===== src/rtl/out_uart_tx.sv =====
// out_uart_tx
// Serial output channel for the byter core. Bytes strobed in on port_in are
// buffered in a small FIFO and sent on tx as UART frames (start, 8 data bits
// LSB first, optional even parity, stop). Frames run back to back while the
// FIFO has data, so the CPU side needs no flow control.
//
// Ports:
//   clk        system clock, rising edge
//   reset      asynchronous, active-high
//   port_in    [8] write strobe, [7:0] data byte
//   tx         serial line, idles high, driven from a flop
//   busy       FSM not idle or FIFO non-empty
//   fifo_full  FIFO holds FIFO_DEPTH entries
//   overflow   sticky, a strobed byte was dropped
//
// Build option: define OUT_UART_PARITY_EN to insert an even-parity bit
// between the data bits and the stop bit (8E1 instead of 8N1).
module out_uart_tx #(
  parameter int CLKS_PER_BIT = 4,
  parameter int FIFO_DEPTH   = 4,
  parameter int FIFO_AW      = 2
) (
  input  logic       clk,
  input  logic       reset,
  input  logic [8:0] port_in,
  output logic       tx,
  output logic       busy,
  output logic       fifo_full,
  output logic       overflow
);

  localparam int BW = (CLKS_PER_BIT > 2) ? $clog2(CLKS_PER_BIT) : 1;
  localparam logic [BW-1:0] BAUD_LAST = BW'(CLKS_PER_BIT - 1);
  localparam logic [BW-1:0] BAUD_ONE  = BW'(1);

`ifdef OUT_UART_PARITY_EN
  typedef enum logic [2:0] {S_IDLE, S_START, S_DATA, S_PARITY, S_STOP} state_t;
`else
  typedef enum logic [2:0] {S_IDLE, S_START, S_DATA, S_STOP} state_t;
`endif

  state_t             state_q, state_d;
  logic [7:0]         mem_q [FIFO_DEPTH];
  logic [FIFO_AW:0]   wr_ptr_q, wr_ptr_d;
  logic [FIFO_AW:0]   rd_ptr_q, rd_ptr_d;
  logic               ovf_q, ovf_d;
  logic [BW-1:0]      baud_q, baud_d;
  logic [2:0]         bit_q, bit_d;
  logic [7:0]         shift_q, shift_d;
  logic               tx_q, tx_d;
`ifdef OUT_UART_PARITY_EN
  logic               parity_q, parity_d;
`endif

  logic       empty, full, baud_done, pop, push_ok;
  logic [7:0] rd_data;

  // The pointer MSB distinguishes a full FIFO from an empty one when the
  // low bits match.
  always_comb begin
    empty     = (wr_ptr_q == rd_ptr_q);
    full      = (wr_ptr_q[FIFO_AW] != rd_ptr_q[FIFO_AW]) &&
                (wr_ptr_q[FIFO_AW-1:0] == rd_ptr_q[FIFO_AW-1:0]);
    baud_done = (baud_q == BAUD_LAST);
    rd_data   = mem_q[rd_ptr_q[FIFO_AW-1:0]];
    // A pop frees a slot in the same edge, so a push into a full FIFO is
    // still accepted when the FSM is popping.
    pop       = !empty && ((state_q == S_IDLE) || ((state_q == S_STOP) && baud_done));
    push_ok   = port_in[8] && (!full || pop);
    wr_ptr_d  = wr_ptr_q + {{FIFO_AW{1'b0}}, push_ok};
    rd_ptr_d  = rd_ptr_q + {{FIFO_AW{1'b0}}, pop};
    ovf_d     = ovf_q || (port_in[8] && full && !pop);
  end

  // FIFO storage needs no reset; the pointers define what is valid.
  always_ff @(posedge clk) begin
    if (push_ok) mem_q[wr_ptr_q[FIFO_AW-1:0]] <= port_in[7:0];
  end

  // State register.
  always_ff @(posedge clk or posedge reset) begin
    if (reset) state_q <= S_IDLE;
    else       state_q <= state_d;
  end

  // Next-state logic. STOP goes straight to START when more data is queued
  // so consecutive frames have no idle gap.
  always_comb begin
    state_d = state_q;
    case (state_q)
      S_IDLE:   if (!empty) state_d = S_START;
      S_START:  if (baud_done) state_d = S_DATA;
`ifdef OUT_UART_PARITY_EN
      S_DATA:   if (baud_done && bit_q == 3'd7) state_d = S_PARITY;
      S_PARITY: if (baud_done) state_d = S_STOP;
`else
      S_DATA:   if (baud_done && bit_q == 3'd7) state_d = S_STOP;
`endif
      S_STOP:   if (baud_done) state_d = empty ? S_IDLE : S_START;
      default:  state_d = S_IDLE;
    endcase
  end

  // Output and datapath logic. tx_d is the value the line takes at the
  // next edge, so every bit change lines up with a state transition.
  always_comb begin
    tx_d     = tx_q;
    shift_d  = shift_q;
    bit_d    = bit_q;
    baud_d   = (state_q == S_IDLE || baud_done) ? '0 : baud_q + BAUD_ONE;
`ifdef OUT_UART_PARITY_EN
    parity_d = parity_q;
`endif
    if (pop) begin
      tx_d     = 1'b0;
      shift_d  = rd_data;
      bit_d    = 3'd0;
      baud_d   = '0;
`ifdef OUT_UART_PARITY_EN
      parity_d = ^rd_data;
`endif
    end else if (baud_done) begin
      case (state_q)
        S_START: begin
          tx_d    = shift_q[0];
          shift_d = shift_q >> 1;
        end
        S_DATA: begin
          if (bit_q == 3'd7) begin
`ifdef OUT_UART_PARITY_EN
            tx_d = parity_q;
`else
            tx_d = 1'b1;
`endif
          end else begin
            tx_d    = shift_q[0];
            shift_d = shift_q >> 1;
            bit_d   = bit_q + 3'd1;
          end
        end
`ifdef OUT_UART_PARITY_EN
        S_PARITY: tx_d = 1'b1;
`endif
        default:  tx_d = 1'b1;
      endcase
    end
  end

  // Datapath registers; reset aborts any frame and flushes the FIFO.
  always_ff @(posedge clk or posedge reset) begin
    if (reset) begin
      wr_ptr_q <= '0;
      rd_ptr_q <= '0;
      ovf_q    <= 1'b0;
      baud_q   <= '0;
      bit_q    <= 3'd0;
      shift_q  <= 8'd0;
      tx_q     <= 1'b1;
`ifdef OUT_UART_PARITY_EN
      parity_q <= 1'b0;
`endif
    end else begin
      wr_ptr_q <= wr_ptr_d;
      rd_ptr_q <= rd_ptr_d;
      ovf_q    <= ovf_d;
      baud_q   <= baud_d;
      bit_q    <= bit_d;
      shift_q  <= shift_d;
      tx_q     <= tx_d;
`ifdef OUT_UART_PARITY_EN
      parity_q <= parity_d;
`endif
    end
  end

  assign tx        = tx_q;
  assign busy      = (state_q != S_IDLE) || !empty;
  assign fifo_full = full;
  assign overflow  = ovf_q;

endmodule

===== config.mk =====
export PLATFORM = sky130hd
export DESIGN_NAME = out_uart_tx
export DESIGN_NICKNAME = d
export VERILOG_FILES = /design/src/rtl/out_uart_tx.sv
export SDC_FILE = /design/constraint.sdc
export NUM_CORES = 1
export LEC_CHECK = 0
export CAP_MARGIN = 10
export CORE_UTILIZATION = 52
export CTS_CLUSTER_SIZE = 10
export DETAILED_ROUTE_END_ITERATION = 10
export PLACE_DENSITY = 0.81
export SYNTH_ARGS = -nofsm -noshare
export SYNTH_HDL_FRONTEND = slang
export SYNTH_SLANG_ARGS = --single-unit
export TNS_END_PERCENT = 20

===== constraint.sdc =====
create_clock -name clk -period 2.3 [get_ports clk]
set_input_delay 0.23 -clock clk [delete_from_list [all_inputs] [get_ports clk]]
set_output_delay 0.23 -clock clk [all_outputs]
set_load 0.03 [all_outputs]

==> results.yml, run 1 <==
cells_and_area:
  regArea_um2: 1540
  drive_gt1_share_pct: 18.2
  finalNetCount: 197
  multi_input_area_um2: 792
  areaGrowthSynthToFinish_pct: 13.1
  antenna_cells: 0
  fillers: 336
global_routing:
  grt_pass1_vias: 1344
  antenna_found_initial: 0
  grt.total_usage_pct: 16.9
  grt.overflow.total: 0
  grt_max_degree: 24
  grt_first_pass_wirelength_um: 6310
synth:
  synth_warnings: 0
  synth.distinct_cells: 34
  postSynthAreaPerCell_um2: 15.7
  yosys.cell_count.top_type: "edfxtp_1"
  synth_top_area_share_pct: 40.2
  seq_area_frac_synth_pct: 64.3
  synthTopCellsByArea: "edfxtp_1 40%, dfrtp_1 23%, mux4_2 6.6%"
  synth_ff_type: "edfxtp_1"
  synth-seq-cells: 55
  yosys.area.top_type: "edfxtp_1"
  syn_area_um2: 2390
  synth_nets: 174
  synthCells: 152
  async_reset_ff_share_pct: 41.8
  synthTopCellsByCount: "32 x edfxtp_1, 22 x dfrtp_1, 13 x nand2_1"
  synth_edf_count: 32
place:
  place_ws_ps: 206
  port-buffer-count: 14
  gp_congestion: 0.748
  dp_hpwl_um: 2650
clock_network:
  post-cts-setup-buffers: 0
  cts.clk_slew.worst_paths_ps: 100
  post_cts_resized: 0
  tritoncts.num_buffers: 5
  cts_tree: "done"
  clock_latency_ps: 300
  clock_path_buffers: 2
  cts.sinks: 55
  holdBufCountCts: 0
  cts-root-buf: "clkbuf_8"
  htreeDepth: 2
floorplanning:
  ios: 15
  dieHeight_um: 69.8
  start_util_pct: 54.5
  die_w_um: 69.8
  design.core.area_um2: 4380
  die_area_um2: 4870
  rows: 24
worst_setup_path:
  slowest_stage: "clkdlybuf4s50_1"
  critical_path_class: "reg2out"
  worstPathRequired_ps: 2070
  slowest_delay_ps: 580
  crit_arrival_ps: 1930
  crit_path_end_kind: "output port"
  worstPathMaxFanout: 6
  cp-start-kind: "register"
  crit_chain: "xnor2_2, and3_4, nand2_1, clkdlybuf4s50_1"
timing:
  worst_pin_slew_ps: 860
  fin_crit_ps: 2160
  maxSlewHeadroom_pct: 42.6
  finalHoldViolations: 0
  period_share_pct: 93.8
  timing.hold.ws_ps: 393
  clock_skew_ps: 9.83
  maxSlewViolCount: 0
  setup-tns-final_ps: 0
  fmax_mhz: 464
  postLayoutSetupSlackWorst_ps: 144
  rsz0062_at_grt: "no"
  setup_viol: 0
detailed_routing:
  drc_errors: 0
  wl_per_cell_um: 15.9
  vias: 1238
  initialDrtViolationCount: 37
  firstDrtPassIters: 5
  ant_nets: 0
  routed_via_density: 5.43
  drt-total-wl_um: 3640
power_and_ir_drop:
  power.density_nw_per_um2: 1330
  irDropWorstVdd_v: 0.000688
  p_leak_nw: 1.11
job:
  max_cap_violations: 0
worst_hold_path:
  hp-class: "in2async"
status:
  status: "complete, no violations"
cells by family after synthesis:
| family | count (synthesis) | share of synthesized area [%] |
|---|---|---|
| fa+ha+maj | 11 | 5.76 |
| buf+inv | 10 | 2.56 |
| mux | 18 | 12.1 |
| flops | 55 | 64.3 |
| simple gates | 32 | 6.49 |
| xor+xnor | 7 | 3.19 |
| compound gates | 19 | 5.60 |
metal layers:
layer  track usage (%)  wire length [um]
met1              20.8              1590
met2              29.1              1960
met3              4.36                57
met4              5.33                29
met5                 0                 0
placed cells by master, fill, tap and decap left out, types with 7 or more instances in the layout:
cell type,Yosys,final
ha_1,11,11
edfxtp_1,32,32
mux2i_1,9,9
buf_4,2,7
nand2_1,13,13
mux4_2,7,7
clkdlybuf4s50_1,0,14
nor2_1,8,8
dfrtp_1,22,22
sequential cells by signal, indices dropped and copies added, names as in the netlist:
name / flops
mem_q: 32
shift_q: 8
bit_q: 3
rd_ptr_q: 3
wr_ptr_q: 3
baud_q: 2
state_q: 2
overflow: 1
tx: 1
worst max-delay path, delay by kind of cell (launching register included):
| kind | cells | cell delay [ps] |
|---|---|---|
| buf+inv | 1 | 580 |
| xor+xnor | 1 | 270 |
| simple gates | 2 | 320 |
| flops | 1 | 470 |
area by class of cell:
class	count	area share, %
timing repair buffer	21	7.13
multi-input combinational	87	29.3
sequential	55	56.9
clock buffer	5	2.55
tap	52	2.41
inverter	5	0.694
clock inverter	3	1.06
per-stage QoR:
stage	area, um2	total power [mW]	cells	utilization [%]
finish	2700	3.61	228	61.7
global route	2700	3.86	228	61.7
CTS	2700	3.66	228	61.7
detailed placement	2610	3.11	220	59.4
global placement	2610	3.00	220	59.4
floorplan	2390	2.73	152	-
where the power goes:
| part | leakage (nW) | total, mW | switching, mW | internal, mW |
|---|---|---|---|---|
| clock | 0.0502 | 0.546 | 0.320 | 0.226 |
| combinational | 0.486 | 1.50 | 0.787 | 0.709 |
| sequential | 0.572 | 1.57 | 0.181 | 1.39 |
worst paths after layout:
check | startpoint | to | slack (ps) | cells past startpoint
setup / recovery | wr_ptr_q[0]$_DFF_PP0_ | busy | 140 | 4
max in group asynchronous | reset | rd_ptr_q[1]$_DFF_PP0_ | 1370 | 2
hold reg to reg | baud_q[0]$_DFF_PP0_ | baud_q[0]$_DFF_PP0_ | 440 | 1
hold / removal | reset | baud_q[1]$_DFF_PP0_ | 390 | 2
setup reg to reg | baud_q[0]$_DFF_PP0_ | mem_q[3][7]$_DFFE_PP_ | 210 | 5
min in group clk | baud_q[0]$_DFF_PP0_ | baud_q[0]$_DFF_PP0_ | 440 | 1
No activity file was read; power rests on OpenSTA's default activity.
==> inputs of run 2 (changes only) <==
--- a/config.mk
+++ b/config.mk
@@ -6,7 +6,9 @@
 export NUM_CORES = 1
 export LEC_CHECK = 0
 export CAP_MARGIN = 10
-export CORE_UTILIZATION = 52
+export CELL_PAD_IN_SITES_DETAIL_PLACEMENT = 1
+export CELL_PAD_IN_SITES_GLOBAL_PLACEMENT = 1
+export CORE_UTILIZATION = 44
 export CTS_CLUSTER_SIZE = 10
 export DETAILED_ROUTE_END_ITERATION = 10
 export PLACE_DENSITY = 0.81
==> run 2 against run 1 <==
Effect of this change:
- clock skew decreased by 5.9 ps
- sequential share of layout area decreased by 1.1 points
- count of clock-buffer cells in the layout unchanged
- core utilization down 8.3 points
- setup slack got worse by 28 ps
- total power increased by 4.1%
- final cell count grew 8.8%
- clock power rose by 18%
==> results.yml, run 2 (synthesized netlist as in run 1, its figures left out) <==
floorplanning:
  dieHeight_um: 75.7
  design.core.area_um2: 5170
  die_w_um: 75.7
  start_util_pct: 46.2
  rows: 26
  ios: 15
  die_area_um2: 5730
timing:
  clock_skew_ps: 3.94
  setup_viol: 0
  rsz0062_at_grt: "no"
  maxSlewHeadroom_pct: 52.7
  period_share_pct: 95.0
  setup-tns-final_ps: 0
  finalHoldViolations: 0
  fin_crit_ps: 2180
  postLayoutSetupSlackWorst_ps: 115
  maxSlewViolCount: 0
  worst_pin_slew_ps: 707
  fmax_mhz: 458
power_and_ir_drop:
  seqPwrFrac_pct: 41.9
  irDropWorstVdd_v: 0.000606
  p_leak_nw: 1.12
  combPwrFrac_pct: 41.1
  power.internal_mw: 2.44
  swShare_pct: 35.2
  power.density_nw_per_um2: 1360
  clockPowerShare_pct: 17.1
  total_power_mw: 3.76
  netSwitchingPower_mw: 1.32
worst_hold_path:
  hp-class: "in2async"
worst_setup_path:
  slowest_stage: "clkdlybuf4s50_1"
  critical_path_class: "reg2out"
  crit_path_end_kind: "output port"
  worstPathRequired_ps: 2070
  worstPathMaxFanout: 6
  slowest_delay_ps: 590
  crit_arrival_ps: 1950
  cp-start-kind: "register"
  crit_chain: "xnor2_2, and3_4, nand2_1, clkdlybuf4s50_1"
clock_network:
  cts-root-buf: "clkbuf_8"
  cts.clk_slew.worst_paths_ps: 90
  cts.sinks: 55
  tritoncts.num_buffers: 5
  htreeDepth: 2
  post-cts-setup-buffers: 0
  holdBufCountCts: 0
  clock_path_buffers: 2
  post_cts_resized: 0
  cts_tree: "done"
  clock_latency_ps: 310
detailed_routing:
  initialDrtViolationCount: 39
  ant_nets: 0
  drc_errors: 0
  wl_per_cell_um: 16.5
  routed_via_density: 5.15
  firstDrtPassIters: 3
  drt-total-wl_um: 4100
  vias: 1276
global_routing:
  grt_max_degree: 24
  grt_first_pass_wirelength_um: 6650
  antenna_found_initial: 0
  grt_pass1_vias: 1459
  grt.overflow.total: 0
  grt.total_usage_pct: 16.5
job:
  max_cap_violations: 0
place:
  gp_congestion: 0.732
  numPlacedInstances: 240
  place_ws_ps: 218
  dp_hpwl_um: 3100
  port-buffer-count: 14
cells_and_area:
  layoutNonFillerInstCount: 248
  finalNetCount: 199
  drive_gt1_share_pct: 19.1
  areaGrowthSynthToFinish_pct: 15.4
  antenna_cells: 0
  most-common-layout-cells: "32 x edfxtp_1, 22 x dfrtp_1, 14 x clkdlybuf4s50_1, 13 x nand2_1, 11 x ha_1"
  final_common_cell: "edfxtp_1"
  fillers: 475
  largest_register_ff_count: 32
status:
  status: "complete, no violations"
[run 2: cell types whose count changed in the layout (fill, tap and decap cells not counted), sizes merged]
cell,before,now
buf,7,9
clkinvlp,0,1
bufinv,0,1
clkinv,2,0
[run 2: worst max-delay path, delay by kind of cell (launching register included)]
family / cells / cell delay (ps)
xor+xnor: 1 / 270
flops: 1 / 470
buf+inv: 1 / 590
simple gates: 2 / 320
[run 2: per-stage QoR]
stage / hold slack [ps] / area (um2) / util, %
finish: 260 / 2760 / 53.3
CTS: 268 / 2760 / 53.3
floorplan: 231 / 2390 / -
global placement: 422 / 2640 / 51.1
global route: 286 / 2760 / 53.3
detailed placement: 435 / 2640 / 51.1
[run 2: cell type report]
cell class | count | area, um2 | area share, %
Sequential cell | 55 | 1540 | 55.7
Clock buffer | 5 | 68.8 | 2.49
Multi-Input combinational cell | 87 | 792 | 28.7
Tap cell | 70 | 87.6 | 3.17
Timing Repair Buffer | 23 | 208 | 7.53
Clock inverter | 3 | 46.3 | 1.68
Inverter | 5 | 18.8 | 0.680
[run 2: worst paths after layout]
check                                        from                    end  slack, ps  depth (start not counted)
setup / recovery            wr_ptr_q[1]$_DFF_PP0_                   busy        120                          4
hold / removal                              reset    baud_q[0]$_DFF_PP0_        260                          3
setup reg to reg           state_q[0]$_DFFE_PP0P_  wr_ptr_q[2]$_DFF_PP0_        220                          9
hold reg to reg               baud_q[0]$_DFF_PP0_    baud_q[0]$_DFF_PP0_        440                          1
max in group asynchronous                   reset         tx$_DFFE_PP1P_       1760                          3
min in group clk              baud_q[0]$_DFF_PP0_    baud_q[0]$_DFF_PP0_        440                          1
[run 2: power by group through the flow]
stage / clock network (mW) / logic [mW] / registers, mW
final: 0.642 / 1.54 / 1.57
after global routing: 0.693 / 1.70 / 1.60
after CTS: 0.665 / 1.58 / 1.58
after detailed placement: 0 / 1.57 / 1.60
after global placement: 0 / 1.46 / 1.57
after floorplan: 0 / 1.16 / 1.57
[run 2: per-layer routing]
metal | wire length [um] | GRT usage (%) | share of wire [%]
met4 | 67 | 7.00 | 1.6
met3 | 94 | 3.44 | 2.3
met1 | 1590 | 16.3 | 39
met2 | 2340 | 32.9 | 57
met5 | 0 | 0 | 0
==> inputs of run 3 (changes only) <==
--- a/config.mk
+++ b/config.mk
@@ -8,10 +8,11 @@
 export CAP_MARGIN = 10
 export CELL_PAD_IN_SITES_DETAIL_PLACEMENT = 1
 export CELL_PAD_IN_SITES_GLOBAL_PLACEMENT = 1
-export CORE_UTILIZATION = 44
+export CORE_UTILIZATION = 53
+export CTS_CLUSTER_DIAMETER = 150
 export CTS_CLUSTER_SIZE = 10
 export DETAILED_ROUTE_END_ITERATION = 10
-export PLACE_DENSITY = 0.81
+export PLACE_DENSITY = 0.9
 export SYNTH_ARGS = -nofsm -noshare
 export SYNTH_HDL_FRONTEND = slang
 export SYNTH_SLANG_ARGS = --single-unit
==> constraint.sdc (replaced) <==
create_clock -name clk -period 2.7 [get_ports clk]
set_input_delay 0.27 -clock clk [delete_from_list [all_inputs] [get_ports clk]]
set_output_delay 0.27 -clock clk [all_outputs]
set_load 0.03 [all_outputs]
==> run 3 against run 2 <==
Effect of this change:
- core utilization grew 8.1 points
- worst hold slack gained 180 ps
- final cell count shrank 8.9%
- design area shrank 3.0%
- critical path depth shrank 1
- non-clock buffer count shrank 4
- total power shrank 18%
- global-route usage grew 3.2 points
- sequential share of layout area grew 1.7 points
- highest routed layer unchanged
- setup slack gained 110 ps
- clock power shrank 33%
- register-to-register slack gained 280 ps
==> results.yml, run 3 (synthesized netlist as in run 1, its figures left out) <==
worst_setup_path:
  r2r-start: "state_q[0]$_DFFE_PP0P_"
  cp-start-kind: "register"
  crit_arrival_ps: 2210
  cp-startpoint: "rd_ptr_q[0]$_DFF_PP0_"
  crit_chain: "xnor2_2, and3_2, clkdlybuf4s50_1"
  slowest_stage: "dfrtp_1"
  worstPathMaxFanout: 10
  crit_path_end_kind: "output port"
  worstPathRequired_ps: 2430
  critical_path_class: "reg2out"
  slowest_delay_ps: 750
cells_and_area:
  fin_area_um2: 2680
  layoutNonFillerInstCount: 226
  areaGrowthSynthToFinish_pct: 11.9
  final_common_cell: "edfxtp_1"
  largest_register_ff_count: 32
  drive_gt1_share_pct: 16.7
  finalNetCount: 195
  most-common-layout-cells: "32 x edfxtp_1, 22 x dfrtp_1, 14 x clkdlybuf4s50_1, 13 x nand2_1, 11 x ha_1"
  fillers: 404
  final_util_pct: 61.5
  antenna_cells: 0
  regArea_um2: 1540
  multi_input_area_um2: 792
detailed_routing:
  wl_per_cell_um: 19.0
  routed_via_density: 5.58
  dr_wl_met3_um: 90
  firstDrtPassIters: 4
  ant_nets: 0
  vias: 1262
  drc_errors: 0
  drt-met1-wl_um: 1700
  drt-total-wl_um: 4300
  met2WireLength_um: 2420
  highest-signal-layer: "met4"
  initialDrtViolationCount: 52
floorplanning:
  die_w_um: 69.2
  rows: 24
  dieHeight_um: 69.2
  start_util_pct: 54.9
  ios: 15
  die_area_um2: 4780
  design.core.area_um2: 4350
place:
  port-buffer-count: 14
  numPlacedInstances: 218
  placed_area_um2: 2590
  gp_congestion: 0.723
  dp_hpwl_um: 3210
timing:
  fmax_mhz: 404
  fin_crit_ps: 2480
  clock_skew_ps: 8.52
  worst_pin_slew_ps: 862
  maxSlewViolCount: 0
  setup_viol: 0
  rsz0062_at_grt: "no"
  setup-tns-final_ps: 0
  period_share_pct: 91.7
  finalHoldViolations: 0
  maxSlewHeadroom_pct: 42.4
global_routing:
  grt.overflow.total: 0
  grt_pass1_vias: 1411
  antenna_found_initial: 0
  grt_max_degree: 24
  grt.total_usage_pct: 19.7
  grt_first_pass_wirelength_um: 7130
power_and_ir_drop:
  seqPwrFrac_pct: 46.1
  irDropWorstVdd_v: 0.000488
  clockPowerShare_pct: 13.9
  power.internal_mw: 1.95
  combPwrFrac_pct: 40.0
  power.density_nw_per_um2: 1140
  p_leak_nw: 1.09
  swShare_pct: 36.4
  netSwitchingPower_mw: 1.11
clock_network:
  holdBufCountCts: 0
  cts_tree: "done"
  clock_path_buffers: 2
  cts.clk_slew.worst_paths_ps: 90
  cts.sinks: 55
  post-cts-setup-buffers: 0
  clock_latency_ps: 300
  htreeDepth: 2
  tritoncts.num_buffers: 5
  cts-root-buf: "clkbuf_8"
  post_cts_resized: 0
worst_hold_path:
  min_from: "baud_q[0]$_DFF_PP0_"
  hp-class: "reg2reg"
job:
  max_cap_violations: 0
status:
  status: "complete, no violations"
run 3: critical path, delay by kind of cell, from the launching register on:
| family | cells | cell delay [ps] |
|---|---|---|
| AND/OR/NAND/NOR | 1 | 250 |
| flip-flops | 1 | 750 |
| XOR/XNOR | 1 | 220 |
| buffers and inverters | 1 | 690 |
run 3: per-layer routing:
metal,vias up,track usage (%)
met5,-,0
met4,0,8.39
met3,8,2.63
met2,20,35.9
met1,632,23.2
li1,602,-
run 3: area by class of cell:
type / count / share of cell area (%)
sequential: 55 / 57.5
multi-input combinational: 87 / 29.6
tap: 52 / 2.43
clock inverter: 2 / 0.468
timing repair buffer: 19 / 6.64
inverter: 5 / 0.701
clock buffer: 6 / 2.71
run 3: metrics by stage:
step | hold WS (ps) | setup WS (ps) | total power, mW
final | 437 | 225 | 3.06
after global routing | 475 | 152 | 3.25
after global placement | 422 | 591 | 2.53
after floorplan | 271 | 573 | 2.33
after detailed placement | 430 | 509 | 2.67
after CTS | 445 | 221 | 3.10
run 3: path summary, 6_finish.rpt:
kind                                          to  slack [ps]  cells after the start
setup / recovery                       fifo_full         220                      3
hold / removal               baud_q[0]$_DFF_PP0_         440                      1
setup reg to reg           wr_ptr_q[2]$_DFF_PP0_         500                      9
hold reg to reg              baud_q[0]$_DFF_PP0_         440                      1
max in group asynchronous  wr_ptr_q[0]$_DFF_PP0_        1710                      2
min in group asynchronous    baud_q[1]$_DFF_PP0_         450                      2
run 3: power groups by stage:
stage / Combinational [mW] / Clock, mW / Sequential [mW]
3_5_place_dp: 1.23 / 0 / 1.43
3_3_place_gp: 1.13 / 0 / 1.40
6_report: 1.23 / 0.427 / 1.41
5_1_grt: 1.34 / 0.466 / 1.45
4_1_cts: 1.24 / 0.442 / 1.42
2_1_floorplan: 0.985 / 0 / 1.34
